==> config.mk <==
export PLATFORM = sky130hd
export DESIGN_NAME = uart_command_assembler
export DESIGN_NICKNAME = d
export VERILOG_FILES = /design/src/rtl/uart_command_assembler.sv
export SDC_FILE = /design/constraint.sdc
export NUM_CORES = 1
export LEC_CHECK = 0
export CAP_MARGIN = 5
export CORE_ASPECT_RATIO = 1.2
export CORE_MARGIN = 3
export CORE_UTILIZATION = 49
export CTS_CLUSTER_SIZE = 14
export DETAILED_ROUTE_END_ITERATION = 7
export PLACE_DENSITY = 0.83
export SKIP_LAST_GASP = 1
export SLEW_MARGIN = 0
export SYNTH_ARGS = -nofsm -noshare
export SYNTH_HDL_FRONTEND = slang
export SYNTH_SLANG_ARGS = --single-unit
==> constraint.sdc <==
create_clock -name clk -period 2.1 [get_ports clk]
set_input_delay 0.63 -clock clk [delete_from_list [all_inputs] [get_ports clk]]
set_output_delay 0.63 -clock clk [all_outputs]
set_load 0.02 [all_outputs]
==> src/rtl/uart_command_assembler.sv <==
// -----------------------------------------------------------------------------
// uart_command_assembler
//
// Receives 8N1 operator keystrokes on the board UART and assembles them into a
// 5-character ASCII command word. The first typed character lands in
// command[39:32]. Unused trailing slots are padded with spaces (8'h20).
// CR commits the buffer. BS/DEL delete the last character. Printable bytes
// beyond the fifth are dropped and flagged.
//
// Parameters:
//   CLKS_PER_BIT  clk cycles per UART bit (>= 8), default 100 MHz / 9600 baud
//
// Ports:
//   clk        in   system clock, rising edge
//   reset_n    in   synchronous active-low reset
//   rx         in   asynchronous UART serial line, idle high
//   command    out  [39:0] last committed command, held between commits
//   cmd_valid  out  1-cycle strobe when command takes a new value
//   overflow   out  1-cycle strobe when a printable char is dropped (buffer full)
//   frame_err  out  1-cycle strobe when a stop bit samples low (byte discarded)
//
// Build option:
//   CMD_CASE_FOLD_EN  when defined, 'A'..'Z' are stored as lowercase.
// -----------------------------------------------------------------------------
module uart_command_assembler #(
   parameter int CLKS_PER_BIT = 10416
) (
   input  logic        clk,
   input  logic        reset_n,
   input  logic        rx,
   output logic [39:0] command,
   output logic        cmd_valid,
   output logic        overflow,
   output logic        frame_err
);

   localparam int DATA_W = 8;
   localparam int CNT_W  = $clog2(CLKS_PER_BIT);
   localparam int HALF   = CLKS_PER_BIT / 2;

   localparam logic [1:0] S_IDLE  = 2'd0;
   localparam logic [1:0] S_START = 2'd1;
   localparam logic [1:0] S_DATA  = 2'd2;
   localparam logic [1:0] S_STOP  = 2'd3;

   localparam logic [CNT_W-1:0] HALF_LAST = CNT_W'(HALF - 1);
   localparam logic [CNT_W-1:0] BIT_LAST  = CNT_W'(CLKS_PER_BIT - 1);

   logic              rx_meta_p0;
   logic              rx_sync_p1;
   logic              rx_prev_p2;
   logic [1:0]        state;
   logic [CNT_W-1:0]  cnt;
   logic [2:0]        bit_idx;
   logic [DATA_W-1:0] shift;
   logic              byte_vld_p3;
   logic [DATA_W-1:0] byte_p3;
   logic [DATA_W-1:0] char_p3;
   logic [39:0]       buffer;
   logic [2:0]        count;

   function automatic logic [DATA_W-1:0] fold_case(input logic [DATA_W-1:0] b);
`ifdef CMD_CASE_FOLD_EN
      if (b >= 8'h41 && b <= 8'h5A) return b + 8'h20;
      return b;
`else
      return b;
`endif
   endfunction

   // Slots at or beyond n may hold stale characters left by backspace, so
   // padding is decided by the count, not by the buffer contents.
   function automatic logic [39:0] pad_command(input logic [39:0] b, input logic [2:0] n);
      logic [39:0] r;
      r = b;
      for (int i = 0; i < 5; i++) begin
         if (3'(i) >= n) r[39-8*i -: 8] = 8'h20;
      end
      return r;
   endfunction

   assign char_p3 = fold_case(byte_p3);

   // ---- stage p0..p2: line synchronizer and falling-edge history ----
   // ---- stage p3: bit-timing FSM, byte_vld_p3 on the stop-sample edge ----
   always_ff @(posedge clk) begin
      if (!reset_n) begin
         rx_meta_p0  <= 1'b1;
         rx_sync_p1  <= 1'b1;
         rx_prev_p2  <= 1'b1;
         state       <= S_IDLE;
         cnt         <= '0;
         bit_idx     <= '0;
         shift       <= '0;
         byte_vld_p3 <= 1'b0;
         byte_p3     <= '0;
         frame_err   <= 1'b0;
      end else begin
         rx_meta_p0  <= rx;
         rx_sync_p1  <= rx_meta_p0;
         rx_prev_p2  <= rx_sync_p1;
         byte_vld_p3 <= 1'b0;
         frame_err   <= 1'b0;
         case (state)
            S_IDLE: begin
               cnt <= '0;
               if (rx_prev_p2 && !rx_sync_p1) state <= S_START;
            end
            S_START: begin
               if (cnt == HALF_LAST) begin
                  cnt     <= '0;
                  bit_idx <= '0;
                  // A line already back high at mid-start-bit was a glitch.
                  state   <= rx_sync_p1 ? S_IDLE : S_DATA;
               end else begin
                  cnt <= cnt + CNT_W'(1);
               end
            end
            S_DATA: begin
               if (cnt == BIT_LAST) begin
                  cnt   <= '0;
                  shift <= {rx_sync_p1, shift[DATA_W-1:1]};
                  if (bit_idx == 3'd7) state <= S_STOP;
                  else bit_idx <= bit_idx + 3'd1;
               end else begin
                  cnt <= cnt + CNT_W'(1);
               end
            end
            default: begin
               if (cnt == BIT_LAST) begin
                  cnt <= '0;
                  // Leave at mid-stop-bit so a back-to-back start edge is seen.
                  state <= S_IDLE;
                  if (rx_sync_p1) begin
                     byte_vld_p3 <= 1'b1;
                     byte_p3     <= shift;
                  end else begin
                     frame_err <= 1'b1;
                  end
               end else begin
                  cnt <= cnt + CNT_W'(1);
               end
            end
         endcase
      end
   end

   // ---- stage p4: command assembler ----
   always_ff @(posedge clk) begin
      if (!reset_n) begin
         command   <= '0;
         cmd_valid <= 1'b0;
         overflow  <= 1'b0;
         buffer    <= '0;
         count     <= '0;
      end else begin
         cmd_valid <= 1'b0;
         overflow  <= 1'b0;
         if (byte_vld_p3) begin
            if (char_p3 == 8'h0D) begin
               if (count != 3'd0) begin
                  command   <= pad_command(buffer, count);
                  cmd_valid <= 1'b1;
                  count     <= '0;
               end
            end else if (char_p3 == 8'h08 || char_p3 == 8'h7F) begin
               if (count != 3'd0) count <= count - 3'd1;
            end else if (char_p3 >= 8'h20 && char_p3 <= 8'h7E) begin
               if (count < 3'd5) begin
                  for (int i = 0; i < 5; i++) begin
                     if (3'(i) == count) buffer[39-8*i -: 8] <= char_p3;
                  end
                  count <= count + 3'd1;
               end else begin
                  overflow <= 1'b1;
               end
            end
         end
      end
   end

endmodule

==> results_dict.tcl <==
set metrics [dict create \
    status "completed" \
    gp_congestion 0.865 \
    grt_pass1_wl_um 19300 \
    fin_crit_sh 0.966 \
    cp.required_ns 1.47 \
    drc 0 \
    yosysSeqAreaShare 0.487 \
    ys_ff_latch 125 \
    clk_path_buf_depth 2 \
    cp_slowest_cell "clkdlybuf4s50_1" \
    antenna_found_initial 0 \
    area_growth_syn_to_layout_pct 27.9 \
    maxCapViolCount 0 \
    cts_htree_levels 4 \
    crit_buf_inv 1 \
    cts_sinks 125 \
    power_density_nw_per_um2 845 \
    critPathCaptureType "primary output" \
    initial_utilization 0.508 \
    worst_slack_ns 0.0716 \
    dp_hpwl_um 8000 \
    dr.pass1.iters 5 \
    critPathMaxStageDelay_ns 0.62 \
    detailedPlace.worstSlack_ns 0.00383 \
    fin_nets 618 \
    cts_tree "done" \
    ys_types 52 \
    grt_setup_unrepaired "yes" \
    maxSlewHeadroom 0.604 \
    syn_nets 544 \
    initialDrtViolationCount 300 \
    tightest_slew_ns 0.588 \
    path_clk_slew_ns 0.05 \
    layout_common_cells "dfxtp_1, nand2_1, clkdlybuf4s50_1" \
    design_area_um2 6570 \
    arrival_ns 1.40 \
    synthCells 529 \
    ios 46 \
    place_area_um2 5940 \
    grt_max_degree 32 \
    grt_pass1_vias 4141 \
    die_y_um 118 \
    setup_viol 0 \
    synth_edf_count 0 \
    placed_cells 708 \
    coreArea_um2 10100 \
    diodes 0 \
    p_leak_nw 2.38 \
    synth_ff_type "dfxtp_1" \
    async_flop_share 0 \
    syn-cell-area_um2 5130 \
    finalHoldViolCount 0 \
    grt_overflow 0 \
    design_power_total_mw 5.55 \
    crit_fanout 2 \
    clockRootBuffer "clkbuf_16" \
    ant_nets 0 \
    cp-start-kind "register" \
    critical_path_class "register to primary output" \
    fin_crit_ns 2.03 \
    vdd_ir_drop_max_mv 0.603 \
    die_area_um2 11700 \
    yosys_warnings 0 \
    whs_ns 0.425 \
    row_count 40 \
    cts_hold_repair.buffers 0 \
    grt_usage 0.203 \
    cts_inserted_buffers 17 \
    syn-mean-instance-area_um2 9.71 \
    critPathTopFamily "buffers and inverters" \
    fin_worst_skew_ns 0.00897 \
    finalMaxSlewViolations 0 \
    portBuffers 45 \
    fmax_ghz 0.493 \
    wirelength_um 11600 \
    finalSetupTns_ns 0 \
    vias_per_cell 5.50 \
    final_common_cell "dfxtp_1" \
    min-delay-path-class "register to register" \
    vias 4080 \
    finalNonFillerCells 742 \
    die_x_um 99.5 \
    path_cells "clkdlybuf4s50_1" \
    clk_latency_ns 0.41 \
    drive_gt1_frac 0.159 \
    wl_per_cell_um 15.7 \
    postLayoutCoreUtil 0.650 \
]
sequential cells by signal, indices dropped and copies added, names as in the netlist:
name,cells
state,2
rx_prev_p2,1
rx_sync_p1,1
bit_idx,3
byte_vld_p3,1
shift,8
byte_p3,8
cmd_valid,1
cnt,14
buffer,40
overflow,1
frame_err,1
rx_meta_p0,1
count,3
command,40
report_power, final:
group	switching, mW	internal [mW]	leakage [nW]	total (mW)
Clock	1.07	1.82	0.283	2.89
Combinational	0.135	0.122	1.09	0.257
Sequential	0.0183	2.39	1.01	2.41
synth_stat cells, drive strengths merged (2+ instances only):
cell      n  area share
a32o      2      0.0039
a22o     22       0.038
nor2     32       0.025
mux2i    20       0.039
nor2b    34       0.041
a21boi   37       0.054
xor2      8       0.014
nand2    59       0.043
clkbuf   25       0.018
buf      11       0.017
o21ai     6      0.0058
inv      10      0.0073
a211oi    3      0.0054
xnor2     5      0.0085
or3b      2      0.0034
dfxtp   125        0.49
and3      8      0.0097
nor3      8      0.0088
nor4      5       0.012
or4       2      0.0044
nand3    42       0.041
nor3b     4      0.0058
nand2b    4      0.0049
o211ai    2      0.0029
a22oi    15       0.022
ha       12       0.029
nand4     2      0.0037
and4      5      0.0085
o221a     2      0.0044
worst paths after layout:
kind	cells past startpoint	end	start	slack, ns
worst max-delay path	1	command[13]	command[13]$_SDFFE_PN0P_	0.07
worst min-delay path	1	rx_sync_p1$_SDFF_PN1_	rx_meta_p0$_SDFF_PN1_	0.43
worst max register to register	6	buffer[15]$_SDFFE_PN0P_	byte_p3[6]$_SDFFE_PN0P_	0.09
worst min register to register	1	rx_sync_p1$_SDFF_PN1_	rx_meta_p0$_SDFF_PN1_	0.43
area by class of cell:
type                    instances  area, µm²
inverters                      10       37.5
fillers                       774       3540
flip-flops and latches        125       2500
clock buffers                  20        457
clock inverters                12        136
multi-input cells             358       2450
well taps                     126        158
repair buffers                 91        828
repair_timing:
action,in CTS,in global routing
buffers inserted,1,1
endpoints found under the setup margin,1,13
pin swaps,1,3
resized for setup,1,4
cells by family after synthesis:
logic type	count (synthesis)	share of synthesized area
XOR/XNOR	13	0.0222
AND/OR/NAND/NOR	215	0.226
AO/OA/AOI/OAI	97	0.152
adder cells (fa/ha/maj)	12	0.0292
flip-flops	125	0.487
multiplexers	21	0.0412
buffers and inverters	46	0.0424
metal layers:
metal	GRT usage	share of wire	vias to the layer above	routed length, µm
met1	0.239	0.43	1947	4960
met3	0.0525	0.045	15	522
li1	-	-	2007	-
met2	0.349	0.51	111	5970
met4	0.0820	0.014	0	157
met5	0	0	-	0
(Power assumes the default switching activity.)
